**config.mk**
```make
export PLATFORM = sky130hd
export DESIGN_NAME = alu_issue_unit
export DESIGN_NICKNAME = d
export VERILOG_FILES = /design/src/rtl/alu_issue_pkg.sv /design/src/rtl/regfile4x8.sv /design/src/rtl/alu_issue_unit.sv
export SDC_FILE = /design/constraint.sdc
export NUM_CORES = 1
export LEC_CHECK = 0
export ABC_AREA = 1
export BUFFER_PORTS_ARGS = -buffer_cell sky130_fd_sc_hd__buf_2
export CAP_MARGIN = 20
export CORE_ASPECT_RATIO = 0.75
export CORE_MARGIN = 2
export CORE_UTILIZATION = 35
export DETAILED_ROUTE_END_ITERATION = 8
export SLEW_MARGIN = 0
export SYNTH_ARGS = -nofsm -noshare
export SYNTH_HDL_FRONTEND = slang
export SYNTH_HIERARCHICAL = 1
export SYNTH_SLANG_ARGS = --single-unit
export TNS_END_PERCENT = 10
```
**constraint.sdc**
```tcl
create_clock -name clk -period 1.8 [get_ports clk]
set_input_delay 0.27 -clock clk [delete_from_list [all_inputs] [get_ports clk]]
set_output_delay 0.27 -clock clk [all_outputs]
set_load 0.1 [all_outputs]
```
**src/rtl/alu_issue_pkg.sv**
```systemverilog
// Shared encodings for the ALU issue unit: opcodes, FSM states, LDI immediates
// and the small decode helpers used by the control path.
package alu_issue_pkg;

    localparam int DATA_W = 8;

    typedef enum logic [2:0] {
        OP_ADD = 3'b000,
        OP_SUB = 3'b001,
        OP_CMP = 3'b010,
        OP_AND = 3'b011,
        OP_OR  = 3'b100,
        OP_XOR = 3'b101,
        OP_LDI = 3'b110,
        OP_NOP = 3'b111
    } op_e;

    typedef enum logic [1:0] {
        ST_IDLE = 2'b00,
        ST_EXEC = 2'b01,
        ST_WB   = 2'b10
    } state_e;

    // Two-bit rs field sign-extended to a full register value
    localparam logic [DATA_W-1:0] LDI_IMM_00 = 8'h00;
    localparam logic [DATA_W-1:0] LDI_IMM_01 = 8'h01;
    localparam logic [DATA_W-1:0] LDI_IMM_10 = 8'hFE;
    localparam logic [DATA_W-1:0] LDI_IMM_11 = 8'hFF;

    typedef struct packed {
        op_e        op;
        logic [1:0] rd;
        logic [1:0] rs;
    } ir_t;

    function automatic logic [DATA_W-1:0] ldi_imm(input logic [1:0] field);
        case (field)
            2'b00:   return LDI_IMM_00;
            2'b01:   return LDI_IMM_01;
            2'b10:   return LDI_IMM_10;
            default: return LDI_IMM_11;
        endcase
    endfunction

    function automatic logic is_alu_op(input op_e op);
        return op inside {OP_ADD, OP_SUB, OP_CMP, OP_AND, OP_OR, OP_XOR};
    endfunction

    function automatic logic writes_reg(input op_e op);
        return (is_alu_op(op) && (op != OP_CMP)) || (op == OP_LDI);
    endfunction

endpackage

```
**src/rtl/regfile4x8.sv**
```systemverilog
// Four 8-bit general registers: two combinational read ports, one clocked write
// port, cleared asynchronously.
module regfile4x8
    import alu_issue_pkg::*;
#(
    parameter int NREGS = 4
) (
    input  logic              clk,
    input  logic              rst,
    input  logic              we,
    input  logic [1:0]        waddr,
    input  logic [DATA_W-1:0] wdata,
    input  logic [1:0]        raddr1,
    input  logic [1:0]        raddr2,
    output logic [DATA_W-1:0] rdata1,
    output logic [DATA_W-1:0] rdata2
);

    logic [DATA_W-1:0] regs [NREGS];

    always_ff @(posedge clk or posedge rst) begin
        if (rst) begin
            for (int i = 0; i < NREGS; i++) begin
                regs[i] <= '0;
            end
        end else if (we) begin
            regs[waddr] <= wdata;
        end
    end

    assign rdata1 = regs[raddr1];
    assign rdata2 = regs[raddr2];

endmodule

```
**src/rtl/alu_issue_unit.sv**
```systemverilog
// Single-issue sequencer: latches one instruction, presents operands to an
// external ALU for one cycle, then writes back the captured result and flags.
module alu_issue_unit
    import alu_issue_pkg::*;
#(
    parameter int NREGS = 4
) (
    input  logic              clk,
    input  logic              reset,
    input  logic [7:0]        instr,
    input  logic              instr_valid,
    output logic              instr_ready,
    output logic [DATA_W-1:0] alu_in1,
    output logic [DATA_W-1:0] alu_in2,
    output logic [2:0]        alu_mode,
    input  logic [DATA_W-1:0] alu_out,
    input  logic              alu_zero,
    input  logic              alu_carry,
    output logic              wb_valid,
    output logic [1:0]        wb_addr,
    output logic [DATA_W-1:0] wb_data,
    output logic              flag_zero,
    output logic              flag_carry
);

    state_e            state, state_nxt;
    ir_t               ir;
    logic [DATA_W-1:0] res_p1;
    logic              zero_p1, carry_p1;
    logic [DATA_W-1:0] rd_val, rs_val;
    logic [DATA_W-1:0] wr_data;
    logic              unused_instr_bit;

    assign unused_instr_bit = instr[4];

    regfile4x8 #(.NREGS(NREGS)) u_regfile (
        .clk    (clk),
        .rst    (reset),
        .we     (wb_valid),
        .waddr  (ir.rd),
        .wdata  (wr_data),
        .raddr1 (ir.rd),
        .raddr2 (ir.rs),
        .rdata1 (rd_val),
        .rdata2 (rs_val)
    );

    always_ff @(posedge clk or posedge reset) begin
        if (reset) begin
            state <= ST_IDLE;
        end else begin
            state <= state_nxt;
        end
    end

    always_comb begin
        state_nxt   = state;
        instr_ready = 1'b0;
        case (state)
            ST_IDLE: begin
                instr_ready = 1'b1;
                if (instr_valid) begin
                    state_nxt = ST_EXEC;
                end
            end
            ST_EXEC: state_nxt = ST_WB;
            ST_WB:   state_nxt = ST_IDLE;
            default: state_nxt = ST_IDLE;
        endcase
    end

    // Stage 0: instruction register, loaded only on a handshake
    always_ff @(posedge clk or posedge reset) begin
        if (reset) begin
            ir <= '0;
        end else if (instr_valid && instr_ready) begin
            ir <= '{op: op_e'(instr[7:5]), rd: instr[3:2], rs: instr[1:0]};
        end
    end

    always_comb begin
        alu_in1  = '0;
        alu_in2  = '0;
        alu_mode = OP_NOP;
        if ((state == ST_EXEC) && is_alu_op(ir.op)) begin
            alu_in1  = rd_val;
            alu_in2  = rs_val;
            alu_mode = ir.op;
        end
    end

    // Stage 1: ALU result and flags captured at the end of EXEC
    always_ff @(posedge clk or posedge reset) begin
        if (reset) begin
            res_p1   <= '0;
            zero_p1  <= 1'b0;
            carry_p1 <= 1'b0;
        end else if (state == ST_EXEC) begin
            res_p1   <= alu_out;
            zero_p1  <= alu_zero;
            carry_p1 <= alu_carry;
        end
    end

    // Stage 2: write-back and architectural flag update
    assign wr_data  = (ir.op == OP_LDI) ? ldi_imm(ir.rs) : res_p1;
    assign wb_valid = (state == ST_WB) && writes_reg(ir.op);
    assign wb_addr  = wb_valid ? ir.rd : 2'b00;
    assign wb_data  = wb_valid ? wr_data : '0;

    always_ff @(posedge clk or posedge reset) begin
        if (reset) begin
            flag_zero  <= 1'b0;
            flag_carry <= 1'b0;
        end else if (state == ST_WB) begin
            case (ir.op)
                OP_ADD, OP_SUB, OP_CMP: begin
                    flag_zero  <= zero_p1;
                    flag_carry <= carry_p1;
                end
                OP_AND, OP_OR, OP_XOR: begin
                    flag_zero  <= zero_p1;
                    flag_carry <= 1'b0;
                end
                default: ;
            endcase
        end
    end

endmodule
```
==> results of run 1 <==
## how the worst min path moves through the flow
stage                from   endpoint  slack, ps  cells past startpoint
2_1_floorplan       reset   carry_p1        250                      1
3_3_place_gp        reset  res_p1[4]        160                      2
3_5_place_dp        reset  res_p1[5]        170                      2
4_1_cts          instr[1]      ir[1]        160                      3
5_1_grt        alu_out[3]  res_p1[3]        180                      3
6_report         instr[1]      ir[1]        160                      3
## cells by family (layout without fill, tap and decap cells)
family                 Yosys count  count (layout)  share of synthesized area
DFF                             53              53                      0.413
and+or+nand+nor                296             296                      0.407
AOI/OAI and AO/OA               18              18                     0.0374
buffers and inverters          102             178                      0.142
## layout make-up
class | instances | share of cell area
Clock buffer | 5 | 0.0272
Clock inverter | 3 | 0.00462
Inverter | 83 | 0.0676
Multi-Input combinational cell | 314 | 0.359
Sequential cell | 53 | 0.289
Tap cell | 112 | 0.0304
Timing Repair Buffer | 87 | 0.222
## repair_timing
| action | 4_1_cts | 5_1_grt |
|---|---|---|
| pin swaps | 14 | 1 |
| buffers inserted | 7 | 2 |
| hold buffers | 1 | 0 |
| endpoints found under the hold margin | 3 | 0 |
| resized for setup | 41 | 4 |
| setup endpoints to repair | 23 | 30 |
| cloned | 1 | 0 |
## critical path, cell delays in order (launching register included)
cell and delay (ps):
dfrtp_2 460, nand3_1 110, nand3b_1 230, buf_6 240, nor2_4 100, buf_12 180
## synthesized netlist by cell type, drive strengths merged
cell and n:
o21ai 18, nand4 18, nor2 29, inv 83
buf 19, dfrtp 53, nand3b 1, nand2 199
nand3 49
## per-layer routing
| metal | part of all wire | wire length, microns |
|---|---|---|
| met5 | 0 | 0 |
| met1 | 0.47 | 4210 |
| met4 | 0.011 | 96 |
| met3 | 0.067 | 607 |
| met2 | 0.45 | 4080 |
## through the flow
step / cell area, sq um / power (mW) / TNS, ps / std cells / utilization
final: 4610 / 6.87 / -1130 / 657 / 0.513
after global routing: 4610 / 7.35 / -3040 / 657 / 0.513
after CTS: 4580 / 6.85 / -614 / 655 / 0.510
after detailed placement: 4220 / 5.64 / 0 / 638 / 0.470
after global placement: 4220 / 5.57 / 0 / 638 / 0.470
after floorplan: 3300 / 4.54 / -9440 / 469 / -
## power breakdown
group	internal, mW	switching, mW	total (mW)	leakage (nW)
clock	0.519	0.442	0.961	0.0702
combinational	1.29	2.69	3.98	1.66
sequential	1.64	0.291	1.93	0.673
## state kept, by name, summed over array words and instances, names as in the netlist
signal	flops
flag_zero	1
carry_p1	1
u_regfile/regs	32
state	2
zero_p1	1
res_p1	8
ir	7
flag_carry	1
==> reports/results.ini, run 1 <==
[run_status]
status = finished with violations
violations = setup timing

[worst_setup_path]
r2r_end = u_regfile/regs[4]
reg2reg_slack_ps = 130
critPathCaptureType = primary output
arrival_ps = 1620
crit_fanout = 7
cp.required_ps = 1530
timing.rr.start = ir[5]
reg2regPathDepth = 7
endpoint = wb_data[4]
worstSetupPathType = flip-flop to primary output
crit_start = ir[5]
setup.worst_path.start_class = flip-flop

[die]
io_pins = 54
fp.dieW_microns = 115
rows = 30
dieHeight_microns = 86.9
initial_utilization = 0.358
core_sq_mm = 0.00897
die-area_sq_mm = 0.00996

[drt]
first_pass_iters = 5
wl_per_cell_microns = 13.7
antenna_left = 0
via_per_inst = 4.88
drc = 0
routed_wirelength_microns = 9000
drtIter0Drc = 231
vias = 3203

[yosys]
ys_seq_elements = 53
ys_seq_area_frac = 0.413
avgSynthCellArea_sq_um = 6.84
syn_inst = 469
synth_nets = 490
synth_cell_type_count = 21
synth.yosys.warnings = 6
syn-cell-area_sq_mm = 0.00321
synth_top_area_frac = 0.413
synthTopCellsByArea = dfrtp_1, nand2_1, inv_1
yosysTopAreaCell = dfrtp_1

[global_routing]
busiest_layer = met2
antenna_found_initial = 0
grt_pass1_wl_microns = 14900
gr-usage-met2 = 0.295
grt_pass1_vias = 3019
grt_overflow_total = 0
met3_usage = 0.0383
grt_max_degree = 33
met1_usage = 0.274
globalRouteTotalUtil = 0.191

[placed_design]
port_buffers = 52
routabilityCongestion = 0.864
pre_cts_ws_ps = 148
dpl.hpwl_microns = 6460

[finish]
fillCellCount = 837
seq_area_sq_mm = 0.00133
area_growth_pct = 43.5
layout_common_cells = nand2_1, inv_1, dfrtp_1
num_antenna_cells = 0
fin_nets = 565
layout_commonest_cell = nand2_1
multiInputGateArea_sq_mm = 0.00165
drive_above_1_share = 0.297

[sta]
drv_slew = 0
setup_ws_ps = -92.8
period_share = 1.05
clock_skew_ps = 5.68
whs_ps = 163
finalCriticalPeriod_ps = 1890
tightest_slew_ps = 493
rsz0062_at_grt = true
max_freq_mhz = 528
hold_viol = 0
relSlewSlack = 0.673
setup_viol = 26

[job]
cap_violations = 0

[clock_network]
root_buffer = clkbuf_16
clock-sinks = 53
cts_tree = yes
path_clk_slew_ps = 70
cts.path.max_buffers = 2
clk_latency_ps = 290
cts_buffers = 5
htreeDepth = 2

[pwr]
leakagePower_nw = 2.40
powerDensity_mw_per_mm2 = 1490
worst_ir_drop_vdd_uv = 591

[worst_hold_path]
min_path_type = input pin to flip-flop

Power figures use the tool's default switching activity.
==> run 2, diff against run 1 <==
Settings changed: TNS_END_PERCENT 10 to default.
==> reports/results.ini, run 2 (same netlist as run 1, synthesis figures left out) <==
[pwr]
worst_ir_drop_vdd_uv = 622  ; was 591 uV
leakagePower_nw = 2.47  ; was 2.40 nW
powerDensity_mw_per_mm2 = 1500  ; was 1490 mW/mm^2
p_total_mw = 7.34  ; was 6.87 mW

[sta]
whs_ps = 7.09  ; was 163 ps
hold_viol = 0  ; unchanged
setup_ws_ps = -66.9  ; was -92.8 ps
max_freq_mhz = 536  ; was 528 MHz
rsz0062_at_grt = true  ; unchanged
clock_skew_ps = 10.0  ; was 5.68 ps
tightest_slew_ps = 488  ; was 493 ps
setup_viol = 24  ; was 26
relSlewSlack = 0.677  ; was 0.673
finalCriticalPeriod_ps = 1870  ; was 1890 ps
period_share = 1.04  ; was 1.05
drv_slew = 0  ; unchanged

[drt]
antenna_left = 0  ; unchanged
drtIter0Drc = 269  ; was 231
drc = 0  ; unchanged
via_per_inst = 4.88  ; about the same
vias = 3208  ; was 3203
routed_wirelength_microns = 9610  ; was 9000 microns
wl_per_cell_microns = 14.6  ; was 13.7 microns
first_pass_iters = 5  ; unchanged

[global_routing]
grt_overflow_total = 0  ; unchanged
grt_pass1_wl_microns = 14700  ; was 14900 microns
grt_pass1_vias = 3058  ; was 3019
antenna_found_initial = 0  ; unchanged
grt_max_degree = 33  ; unchanged
globalRouteTotalUtil = 0.187  ; was 0.191

[finish]
seq_area_sq_mm = 0.00133  ; about the same
drive_above_1_share = 0.396  ; was 0.297
largest_registers = u_regfile/regs (32), res_p1 (8), ir (7)  ; unchanged
multiInputGateArea_sq_mm = 0.00182  ; was 0.00165 sq mm
area_growth_pct = 52.7  ; was 43.5%
largest_reg_flops = 32  ; unchanged
fillCellCount = 798  ; was 837
design_area_sq_mm = 0.00490  ; was 0.00461 sq mm
layout_commonest_cell = nand2_1  ; unchanged
layout.cells.non_filler = 658  ; was 657
num_antenna_cells = 0  ; unchanged
layout_common_cells = nand2_1, inv_1, dfrtp_1  ; unchanged
fin_util = 0.546  ; was 0.513
largest-register = u_regfile/regs  ; unchanged
fin_nets = 566  ; was 565

[clock_network]
cts_tree = yes  ; unchanged
path_clk_slew_ps = 70  ; about the same
cts_buffers = 5  ; unchanged
root_buffer = clkbuf_16  ; unchanged
cts.path.max_buffers = 2  ; unchanged
cts_hold_buf = 0  ; was 1
clock-sinks = 53  ; unchanged
clk_latency_ps = 290  ; about the same
htreeDepth = 2  ; unchanged

[worst_hold_path]
min_path_type = input pin to async pin  ; was input pin to flip-flop

[placed_design]
port_buffers = 52  ; unchanged
dpl-instance-area_sq_mm = 0.00427  ; was 0.00422 sq mm
dp_cells = 636  ; was 638
dpl.hpwl_microns = 6450  ; was 6460 microns
routabilityCongestion = 0.844  ; was 0.864

[worst_setup_path]
setup.worst_path.start_class = flip-flop  ; unchanged
slowest_delay_ps = 420  ; was 460 ps
worstSetupPathType = flip-flop to primary output  ; unchanged
critPathCaptureType = primary output  ; unchanged
cp.required_ps = 1530  ; about the same
crit_slowest_cell = dfrtp_1  ; was dfrtp_2
path_cells = inv_2, nand3_1, nand3b_1, buf_12, inv_12, buf_12  ; was nand3_1, nand3b_1, buf_6, nor2_4, buf_12
arrival_ps = 1600  ; was 1620 ps
crit_fanout = 21  ; was 7
cpMostUsedCell = buf_12

[die]
core_sq_mm = 0.00897  ; unchanged
die-area_sq_mm = 0.00996  ; unchanged
initial_utilization = 0.358  ; unchanged
dieHeight_microns = 86.9  ; unchanged
io_pins = 54  ; unchanged
fp.dieW_microns = 115  ; unchanged
rows = 30  ; unchanged

[run_status]
status = finished with violations  ; unchanged
violations = setup timing  ; unchanged

[job]
cap_violations = 0  ; unchanged

## run 2: changes by cell type in the layout (fill, tap and decap cells not counted), moves of 3 or more
| cell | change |
|---|---|
| nand2_1 | -24 |
| nand2_4 | +7 |
| nand3_2 | +14 |
| nand3_1 | -14 |
| buf_12 | +3 |
| nand2_2 | +17 |
| buf_4 | -10 |
| inv_1 | -13 |
| buf_6 | +7 |
| inv_2 | +8 |
## run 2: metrics by stage
| step | setup TNS, ps | setup slack (ps) |
|---|---|---|
| after CTS | -941 | -50.3 |
| after floorplan | -3250 | -297 |
| after global placement | 0 | 136 |
| final | -859 | -66.9 |
| after detailed placement | 0 | 87.9 |
| after global routing | -2410 | -140 |
## run 2: worst paths after layout
check	start	end	slack, ps	cells past startpoint
max	ir[4]	wb_valid	-70	6
min in group clk	instr[1]	ir[1]	170	3
min reg2reg	u_regfile/regs[20]	u_regfile/regs[20]	470	2
min	reset	res_p1[5]	7	3
max reg2reg	state[0]	u_regfile/regs[5]	120	8
max in group asynchronous	reset	u_regfile/regs[3]	1440	3
## run 2: layer usage
layer / vias to the layer above / track usage / part of all wire
met5: - / 0 / 0
met4: 0 / 0.0477 / 0.023
met3: 21 / 0.0383 / 0.069
met2: 124 / 0.289 / 0.46
met1: 1483 / 0.270 / 0.45
li1: 1580 / - / -
## run 2: final cells by class
cell class	instances	area share
multi-input combinational	314	0.371
sequential	53	0.272
timing repair buffer	87	0.228
inverter	83	0.0705
tap	112	0.0286
clock buffer	5	0.0255
clock inverter	3	0.00358
timing repair inverter	1	0.00179
## run 2: report_power, final
group          internal, mW  leakage, nW  switching [mW]  total (mW)
combinational          1.50         1.73            2.94        4.44
clock                 0.511       0.0696           0.424       0.934
sequential             1.64        0.671           0.322        1.96
## run 2: timing repair
| item | 4_1_cts | 5_1_grt |
|---|---|---|
| pin swaps | 0 | 43 |
| gates resized for setup | 13 | 98 |
| cloned | 0 | 4 |
| buffers inserted | 2 | 8 |
| endpoints found under the setup margin | 26 | 30 |
## run 2: critical path, delay by kind of cell (launching register included)
| family | cells | cell delay (ps) |
|---|---|---|
| and+or+nand+nor | 2 | 280 |
| DFF | 1 | 420 |
| buffers and inverters | 4 | 590 |
